## src/rtl/config_pkg.sv

```systemverilog
// Shared definitions for the configuration loader and the tile array:
// tile block-type codes, default bus addresses and the loader state encoding.
package config_pkg;

  // Block types decoded from config_addr[31:16]; type 0 matches no tile.
  localparam logic [15:0] CONFIG_SB  = 16'd7;
  localparam logic [15:0] CONFIG_CB0 = 16'd6;
  localparam logic [15:0] CONFIG_CB1 = 16'd5;
  localparam logic [15:0] CONFIG_CLB = 16'd4;

  // Record address that terminates a bitstream, and the parked bus address.
  localparam logic [31:0] END_MARKER_DEFAULT = 32'hFFFF_FFFF;
  localparam logic [31:0] IDLE_ADDR_DEFAULT  = 32'h0000_0000;

  typedef enum logic [1:0] {
    ST_IDLE  = 2'd0,
    ST_LOAD  = 2'd1,
    ST_ISSUE = 2'd2,
    ST_DONE  = 2'd3
  } loader_state_e;

  // Increment that sticks at all-ones instead of wrapping.
  function automatic logic [15:0] sat_inc16(input logic [15:0] v);
    return (v == 16'hFFFF) ? v : v + 16'd1;
  endfunction

endpackage

```

## src/rtl/config_byte_assembler.sv

```systemverilog
// Collects an MSB-first byte stream into 8-byte {addr, data} records.
// The first seven bytes are held in a shift register; the record is
// presented combinationally together with the eighth byte so the loader
// can register it on the same edge that accepts that byte.
module config_byte_assembler (
  input  logic        clk,
  input  logic        reset,
  input  logic        clear_i,
  input  logic        byte_valid_i,
  input  logic [7:0]  byte_data_i,
  output logic        record_valid_o,
  output logic [31:0] record_addr_o,
  output logic [31:0] record_data_o
);

  logic [55:0] shift_q, shift_d;
  logic [2:0]  byte_cnt_q, byte_cnt_d;

  // Shift in accepted bytes; the 3-bit counter wraps from 7 back to 0.
  always_comb begin
    shift_d    = shift_q;
    byte_cnt_d = byte_cnt_q;
    if (clear_i) begin
      byte_cnt_d = 3'd0;
    end else if (byte_valid_i) begin
      shift_d    = {shift_q[47:0], byte_data_i};
      byte_cnt_d = byte_cnt_q + 3'd1;
    end
  end

  // Register the partial record; reset discards whatever was collected.
  always_ff @(posedge clk) begin
    if (reset) begin
      shift_q    <= '0;
      byte_cnt_q <= 3'd0;
    end else begin
      shift_q    <= shift_d;
      byte_cnt_q <= byte_cnt_d;
    end
  end

  assign record_valid_o = byte_valid_i && !clear_i && (byte_cnt_q == 3'd7);
  assign record_addr_o  = shift_q[55:24];
  assign record_data_o  = {shift_q[23:0], byte_data_i};

endmodule

```

## src/rtl/config_loader.sv

```systemverilog
// Configuration initiator for the tile array. Accepts a byte-wide bitstream,
// assembles 8-byte records and issues each one as a timed write on the
// shared config bus, parking the bus at IDLE_ADDR between writes.
// Optional feature macro: CONFIG_LOADER_CHECKSUM_EN enables a running
// addr+data sum that is compared against the terminator record's data.
module config_loader
  import config_pkg::*;
#(
  parameter int          HOLD_CYCLES = 1,
  parameter logic [31:0] END_MARKER  = END_MARKER_DEFAULT,
  parameter logic [31:0] IDLE_ADDR   = IDLE_ADDR_DEFAULT
) (
  input  logic        clk,
  input  logic        reset,
  input  logic        start,
  input  logic        in_valid,
  input  logic [7:0]  in_data,
  output logic        in_ready,
  output logic [31:0] config_addr,
  output logic [31:0] config_data,
  output logic        busy,
  output logic        done,
  output logic [15:0] words_written,
  output logic        error
);

  localparam logic [15:0] HOLD_LAST = 16'(HOLD_CYCLES - 1);

  loader_state_e state_q, state_d;
  logic [31:0]   addr_q, addr_d;
  logic [31:0]   data_q, data_d;
  logic [15:0]   hold_q, hold_d;
  logic [15:0]   words_q, words_d;

  logic          start_accept;
  logic          byte_fire;
  logic          rec_valid;
  logic [31:0]   rec_addr;
  logic [31:0]   rec_data;

`ifdef CONFIG_LOADER_CHECKSUM_EN
  logic [31:0]   sum_q, sum_d;
  logic          error_q, error_d;
`endif

  assign start_accept = start && ((state_q == ST_IDLE) || (state_q == ST_DONE));
  assign byte_fire    = in_valid && (state_q == ST_LOAD);

  config_byte_assembler u_assembler (
    .clk            (clk),
    .reset          (reset),
    .clear_i        (start_accept),
    .byte_valid_i   (byte_fire),
    .byte_data_i    (in_data),
    .record_valid_o (rec_valid),
    .record_addr_o  (rec_addr),
    .record_data_o  (rec_data)
  );

  // Next-state logic: load records, hold each write for HOLD_CYCLES, park the bus.
  always_comb begin
    state_d = state_q;
    addr_d  = addr_q;
    data_d  = data_q;
    hold_d  = hold_q;
    words_d = words_q;
`ifdef CONFIG_LOADER_CHECKSUM_EN
    sum_d   = sum_q;
    error_d = error_q;
`endif
    case (state_q)
      ST_IDLE, ST_DONE: begin
        if (start) begin
          state_d = ST_LOAD;
          words_d = 16'd0;
`ifdef CONFIG_LOADER_CHECKSUM_EN
          sum_d   = 32'd0;
          error_d = 1'b0;
`endif
        end
      end
      ST_LOAD: begin
        if (rec_valid) begin
          if (rec_addr == END_MARKER) begin
            state_d = ST_DONE;
`ifdef CONFIG_LOADER_CHECKSUM_EN
            error_d = (rec_data != sum_q);
`endif
          end else begin
            state_d = ST_ISSUE;
            addr_d  = rec_addr;
            data_d  = rec_data;
            hold_d  = 16'd0;
`ifdef CONFIG_LOADER_CHECKSUM_EN
            sum_d   = sum_q + rec_addr + rec_data;
`endif
          end
        end
      end
      ST_ISSUE: begin
        if (hold_q == HOLD_LAST) begin
          state_d = ST_LOAD;
          addr_d  = IDLE_ADDR;
          data_d  = 32'd0;
          words_d = sat_inc16(words_q);
        end else begin
          hold_d  = hold_q + 16'd1;
        end
      end
      default: begin
        state_d = ST_IDLE;
      end
    endcase
  end

  // State and bus registers; reset drops any partial record and parks the bus.
  always_ff @(posedge clk) begin
    if (reset) begin
      state_q <= ST_IDLE;
      addr_q  <= IDLE_ADDR;
      data_q  <= 32'd0;
      hold_q  <= 16'd0;
      words_q <= 16'd0;
`ifdef CONFIG_LOADER_CHECKSUM_EN
      sum_q   <= 32'd0;
      error_q <= 1'b0;
`endif
    end else begin
      state_q <= state_d;
      addr_q  <= addr_d;
      data_q  <= data_d;
      hold_q  <= hold_d;
      words_q <= words_d;
`ifdef CONFIG_LOADER_CHECKSUM_EN
      sum_q   <= sum_d;
      error_q <= error_d;
`endif
    end
  end

  assign in_ready      = (state_q == ST_LOAD);
  assign busy          = (state_q == ST_LOAD) || (state_q == ST_ISSUE);
  assign done          = (state_q == ST_DONE);
  assign config_addr   = addr_q;
  assign config_data   = data_q;
  assign words_written = words_q;
`ifdef CONFIG_LOADER_CHECKSUM_EN
  assign error         = error_q;
`else
  assign error         = 1'b0;
`endif

endmodule

```

## config.mk

```make
export PLATFORM = sky130hd
export DESIGN_NAME = config_loader
export DESIGN_NICKNAME = d
export VERILOG_FILES = /design/src/rtl/config_pkg.sv /design/src/rtl/config_byte_assembler.sv /design/src/rtl/config_loader.sv
export SDC_FILE = /design/constraint.sdc
export NUM_CORES = 1
export LEC_CHECK = 0
export CORE_MARGIN = 10
export CORE_UTILIZATION = 44
export CTS_CLUSTER_SIZE = 28
export DETAILED_ROUTE_END_ITERATION = 7
export PLACE_DENSITY = 0.77
export SYNTH_ARGS = -nofsm -noshare
export SYNTH_HDL_FRONTEND = slang
export SYNTH_SLANG_ARGS = --single-unit
```

## constraint.sdc

```tcl
create_clock -name clk -period 2.7 [get_ports clk]
set_clock_uncertainty 0.05 [all_clocks]
set_input_delay 0.675 -clock clk [delete_from_list [all_inputs] [get_ports clk]]
set_output_delay 0.675 -clock clk [all_outputs]
set_load 0.01 [all_outputs]
```

==> out/metrics.cfg, run 1 <==
[synthesis]
synthDistinctLibCells=52
synth_enable_flop_cells=0
synth.cell_area_sq_mm=0.00644
ys_seq_elements=157
synthesis.nets=827
ys.warnings.count=0
ys_top_cells_by_area=dfxtp_1 49%, a21oi_1 10%, nand2_1 8.0%
syn_avg_cell_area_sq_um=7.98
asyncSetResetFlopFracSynth=0
synth_seq_area_share=0.488
synth_cells=807
synth_top_area_frac=0.488
ys_dominant_reg_cell=dfxtp_1
synth.largest_area_cell=dfxtp_1

[cts]
clk_transition_reported_paths_ns=0.06
clock_tree.root_cell=clkbuf_16
numClockSinks=157
cts_resized=0
post-cts-setup-buffer-count=0
clockBufferDepth=2
cts_hold_buffers=0
clock_latency_ns=0.42
h-tree-depth=4
cts_tree=yes
numCtsBuffers=17

[sta]
hold_viol=0
slew_viol_final=0
fmaxAchievable_mhz=394
setup_repair_after_global_routing_missed_its_margin=no
report.final.setup_viol=0
worstMarginPinSlew_ns=0.853
layout_min_cycle_time_ns=2.54
finalCritPeriodShare=0.939
setup_tns_ns=0
final_critical_path_setup_slack_ns=0.164
max_slew_margin=0.432

[placed_design]
dpl.hpwl_um=11400
place.port_buffers=94
gp_congestion=0.868
dp_worst_setup_slack_ns=0.00178

[worst_setup_path]
cp_data_required_time_ns=1.98
crit_fanout=4
crit_start=state_q[0]$_SDFFE_PP0P_
setup.worst_path.end_class=output port
timing.critical_path.slowest_stage_cell=clkdlybuf4s50_1
path_delay_family=buffers and inverters
critical_path.startpoint_type=flip-flop
setup.worst_path.class=reg2out
rr_startpoint=state_q[0]$_SDFFE_PP0P_
critPathBufInv=3
cpMostUsedCell=inv_1
path_cells=inv_1 > ha_1 > inv_1 > clkdlybuf4s50_1
crit_arrival_ns=1.81
worst_path_largest_cell_delay_ns=0.54

[layout]
seqCellArea_sq_mm=0.00314
share_of_post_route_cells_with_drive_strength_above_1=0.0763
antennaDiodeCount=0
multi_input_area_sq_mm=0.00297
nFillCells=1359
fin_nets=898
layout-area-overhead-vs-synth_pct=27.5

[drt]
drt-vias-per-instance=5.63
met1_layer_wirelength_in_the_final_routing_um=8130
firstDrtPassIters=5
drt-initial-drc-count=573
dr.max_layer_used=met4
detail_route.wl_per_cell_um=16.3
ant_nets=0
num_vias=6056
detailroute.wirelength.met2_um=8280
routed_wirelength_um=17600
detailroute.wirelength.met3_um=1010
drt_drc_violations_left=0

[grt]
grt_start_max_net_pins=84
track_usage=0.173
grt_first_pass_wirelength_um=28900
antenna_found_initial=0
first_global_vias=5695
overflow=0

[min_path]
holdCritPathClass=reg2reg
critical_hold_path_startpoint=config_addr[9]$_SDFFE_PP0P_

[floorplanning]
dieArea_sq_mm=0.0199
die_height_um=141
num_io_pins=96
coreArea_sq_mm=0.0144
num_rows=44
die_x_um=141
initial_standard_cell_utilization_of_the_core=0.447

[power_and_ir_drop]
vdd.ir_drop.worst_mv=0.466
cellPowerDensity_mw_per_mm2=608
total_leakage_power_nw=2.63

[run]
max_capacitance_violation_total=0

[run_status]
result_of_the_run=finished clean

## logic make-up after synthesis
logic type / share of synthesized area
AND/OR/NAND/NOR: 0.202
AO/OA/AOI/OAI: 0.233
flip-flops: 0.488
buffers and inverters: 0.0549
adder cells (fa/ha/maj): 0.0155
multiplexers: 0.00485
other: 0.000582
XOR/XNOR: 0.00136
## where the power goes
part,internal [W],switching (W),total (W)
sequential,0.00233,0.00000837,0.00234
combinational,0.0000650,0.000134,0.000199
clock,0.00153,0.000935,0.00246
## stage by stage
step | hold slack (ns) | instance area [sq um] | instances | total power (W) | utilization
5_1_grt | 0.439 | 8210 | 1075 | 0.00514 | 0.569
2_1_floorplan | 0.395 | 6440 | 807 | 0.00251 | -
3_5_place_dp | 0.413 | 7600 | 1043 | 0.00258 | 0.527
4_1_cts | 0.422 | 8210 | 1075 | 0.00503 | 0.569
6_report | 0.420 | 8210 | 1075 | 0.00499 | 0.569
3_3_place_gp | 0.406 | 7600 | 1043 | 0.00258 | 0.527
## cells in the mapped netlist, drive strengths merged, types with 2 or more instances
library cell / count
a21oi: 130
o211ai: 2
o21a: 4
o41ai: 5
a22o: 2
o31ai: 3
nor2: 17
nand4: 17
buf: 18
nand3: 76
o21ai: 96
o31a: 2
or3: 6
or4: 3
and3: 5
a41oi: 2
dfxtp: 157
and4: 2
inv: 20
nand2: 138
a311o: 4
or2: 3
ha: 8
nor4: 5
o32ai: 6
a31oi: 2
clkbuf: 47
clkinv: 2
mux2i: 2
nor3: 9
## layout by cell type (no fill, tap or decap), drive strengths merged, types with 3 or more instances in the layout
cell type and instances:
dfxtp 157, nand2 138, a21oi 130, o21ai 96
clkdlybuf4s50 93, nand3 76, buf 24, inv 22
clkbuf 22, nand4 17, nor2 17, nor3 9
ha 8, or3 6, o32ai 6, and3 5
nor4 5, o41ai 5, o21a 4, a311o 4
clkinv 4, or2 3, bufinv 3, clkinvlp 3
or4 3, o31ai 3
## sequential cells by signal, indices dropped and copies added (netlist names)
| register | cells |
|---|---|
| hold_q | 16 |
| u_assembler.shift_q | 56 |
| config_data | 32 |
| state_q | 2 |
| config_addr | 32 |
| words_written | 16 |
| u_assembler.byte_cnt_q | 3 |
## layout make-up
cell class | instances | share of cell area
Sequential cell | 157 | 0.383
Multi-Input combinational cell | 563 | 0.362
Timing Repair Buffer | 117 | 0.143
Clock buffer | 22 | 0.0577
Tap cell | 184 | 0.0280
Clock inverter | 10 | 0.0166
Inverter | 22 | 0.0101
## tightest hold or removal path, stage by stage (launching register included)
cell     delay (ns)
dfxtp_1        0.30
o21ai_0        0.06
a21oi_1        0.06
## worst paths after layout
path,endpoint,slack (ns),cells after the start
min,config_addr[9]$_SDFFE_PP0P_,0.42,2
max reg2reg,hold_q[13]$_SDFFE_PP0P_,0.37,7
max,busy,0.16,4
min reg2reg,config_addr[9]$_SDFFE_PP0P_,0.42,2
## layer usage
layer / track usage / up-vias
li1: - / 3003
met1: 0.227 / 2879
met2: 0.272 / 160
met3: 0.0443 / 14
met4: 0.0516 / 0
met5: 0 / -
(Power assumes the default switching activity.)
==> inputs of run 2 (changes only) <==
--- a/config.mk
+++ b/config.mk
@@ -10,6 +10,8 @@
 export CTS_CLUSTER_SIZE = 28
 export DETAILED_ROUTE_END_ITERATION = 7
 export PLACE_DENSITY = 0.77
+export SKIP_CTS_REPAIR_TIMING = 1
 export SYNTH_ARGS = -nofsm -noshare
 export SYNTH_HDL_FRONTEND = slang
+export SYNTH_HIERARCHICAL = 1
 export SYNTH_SLANG_ARGS = --single-unit
==> run 2 against run 1 <==
Against the previous run: synthesized cell count down 22%; clock power decreased by 3%; first-iteration DRC count is 2.1% lower; critical path depth unchanged; highest routed layer unchanged; critical endpoint is now in_ready; utilization is 0.74 points lower; synthesized area up 2.9%; worst hold slack improved by 0.0027 ns; sequential share of layout area shrank 0.081 points; global-route usage shrank 0.36 points; total power is 19% higher; die area up 2.5%; wire length is 1.4% lower.
==> out/metrics.cfg, run 2 <==
[sta]
slew_viol_final=0
hold_viol=0
final_critical_path_setup_slack_ns=0.257
report.final.setup_viol=0
worstMarginPinSlew_ns=0.723
layout_min_cycle_time_ns=2.44
finalCritPeriodShare=0.905
fmaxAchievable_mhz=409
setup_repair_after_global_routing_missed_its_margin=no
setup_tns_ns=0
max_slew_margin=0.518

[synthesis]
ys_top_cells_by_area=dfxtp_1 47%, a32o_1 12%, mux2i_1 7.9%
syn_avg_cell_area_sq_um=10.6
asyncSetResetFlopFracSynth=0
netlist_top_cells_count=157 x dfxtp_1, 77 x a32o_1, 59 x nand2b_1, 52 x mux2i_1, 27 x clkbuf_1
ys_dominant_reg_cell=dfxtp_1
synthDistinctLibCells=57
synth_top_area_frac=0.474
synthesis.nets=648
synth.largest_area_cell=dfxtp_1
synth_cells=628
synth_seq_area_share=0.474
synth.cell_area_sq_mm=0.00663
synth_most_common_cell=dfxtp_1
ys_seq_elements=157
synth_enable_flop_cells=0
ys.warnings.count=6

[worst_setup_path]
worst_path_largest_cell_delay_ns=0.49
timing.critical_path.slowest_stage_cell=clkdlybuf4s50_1
crit_arrival_ns=1.72
setup.worst_path.end_class=output port
setup.worst_path.class=reg2out
critPathBufInv=3
crit_fanout=8
path_delay_family=buffers and inverters
critical_path.startpoint_type=flip-flop
path_cells=inv_1 > ha_1 > buf_4 > clkdlybuf4s50_1
cp_data_required_time_ns=1.98

[run_status]
result_of_the_run=finished clean

[placed_design]
place.port_buffers=94
gp_congestion=0.858
dp_worst_setup_slack_ns=-0.0915
dpl.hpwl_um=11900

[drt]
drt-initial-drc-count=561
firstDrtPassIters=5
drt-vias-per-instance=6.02
drt_drc_violations_left=0
detail_route.wl_per_cell_um=19.2
ant_nets=0
num_vias=5438
routed_wirelength_um=17300

[layout]
nFillCells=1229
fin_util=0.562
share_of_post_route_cells_with_drive_strength_above_1=0.0903
largest_register_ffs=56
antennaDiodeCount=0
max_flop_register=u_assembler/shift_q
layout-area-overhead-vs-synth_pct=24.2
fin_nets=727
most_frequent_cells_in_the_layout=157 x dfxtp_1, 92 x clkdlybuf4s50_1, 77 x a32o_1
final_common_cell=dfxtp_1

[floorplanning]
num_io_pins=96
num_rows=44
die_height_um=143
die_x_um=143
initial_standard_cell_utilization_of_the_core=0.453
coreArea_sq_mm=0.0146
dieArea_sq_mm=0.0204

[cts]
clockBufferDepth=2
numCtsBuffers=17
clock_latency_ns=0.42
h-tree-depth=4
cts_tree=yes
clock_tree.root_cell=clkbuf_16
clk_transition_reported_paths_ns=0.07
numClockSinks=157

[power_and_ir_drop]
vdd.ir_drop.worst_mv=0.458
total_leakage_power_nw=2.88
cellPowerDensity_mw_per_mm2=722

[grt]
track_usage=0.169
antenna_found_initial=0
grt_start_max_net_pins=52
grt_first_pass_wirelength_um=27900
first_global_vias=5309
overflow=0

[min_path]
holdCritPathClass=reg2reg

[run]
max_capacitance_violation_total=0

==> run 2: cell types whose count changed after synthesis, sizes merged, moves of 10 or more <==
| cell | delta |
|---|---|
| nand2b | +59 |
| o21ai | -73 |
| nand2 | -119 |
| a21oi | -118 |
| mux2i | +50 |
| nand3 | -55 |
| clkbuf | -19 |
| inv | -10 |
| a32o | +76 |
| buf | +14 |
==> run 2: cell families (layout without fill, tap and decap cells) <==
group,Yosys count,count (layout),synth area share
simple gates,191,191,0.180
flops,157,157,0.474
compound gates,147,147,0.187
buf+inv,71,163,0.0640
mux,52,52,0.0785
fa+ha+maj,8,8,0.0151
other cells,1,1,0.000566
xor+xnor,1,1,0.00132
==> run 2: cell type report <==
cell class                      instances  area (sq um)  share of cell area
Sequential cell                       157          3140               0.382
Clock buffer                           19           433              0.0526
Tap cell                              184           230              0.0280
Timing Repair Buffer                  120          1160               0.141
Inverter                               11          41.3             0.00502
Clock inverter                         13           154              0.0187
Multi-Input combinational cell        400          3070               0.373
==> run 2: path summary, 6_finish.rpt <==
kind | startpoint | end | slack [ns] | cells after the start
setup / recovery | state_q[1]$_SDFFE_PP0P_ | in_ready | 0.26 | 4
hold reg to reg | u_assembler/shift_q[7]$_SDFFE_PP0P_ | config_data[15]$_SDFFE_PP0P_ | 0.42 | 1
setup reg to reg | state_q[0]$_SDFFE_PP0P_ | config_addr[29]$_SDFFE_PP0P_ | 0.27 | 9
hold / removal | u_assembler/shift_q[7]$_SDFFE_PP0P_ | config_data[15]$_SDFFE_PP0P_ | 0.42 | 1
==> run 2: layer usage <==
metal / up-vias / wire length, um / GRT usage
li1: 2561 / - / -
met1: 2676 / 7630 / 0.209
met2: 182 / 8310 / 0.278
met3: 19 / 1170 / 0.0524
met4: 0 / 216 / 0.0489
met5: - / 0 / 0
==> run 2: through the flow <==
stage                     instances  cell area (sq um)  power (W)  hold WS (ns)
after floorplan                 628               6630    0.00337         0.393
after global placement          872               7640    0.00357         0.400
after detailed placement        872               7640    0.00360         0.405
after CTS                       904               8230    0.00598         0.425
after global routing            904               8230    0.00620         0.435
final                           904               8230    0.00594         0.422
==> run 2: power by group <==
part           switching, W  total, W  internal [W]
registers         0.0000270   0.00238       0.00235
logic              0.000731   0.00118      0.000450
clock network       0.00100   0.00239       0.00138
==> inputs of run 3 (changes only) <==
--- a/config.mk
+++ b/config.mk
@@ -9,6 +9,7 @@
 export CORE_UTILIZATION = 44
 export CTS_CLUSTER_SIZE = 28
 export DETAILED_ROUTE_END_ITERATION = 7
+export HOLD_SLACK_MARGIN = 0.02
 export PLACE_DENSITY = 0.77
 export SKIP_CTS_REPAIR_TIMING = 1
 export SYNTH_ARGS = -nofsm -noshare
==> results of run 3 <==
The final DEF is identical to that of run 2; final timing and power are the same.
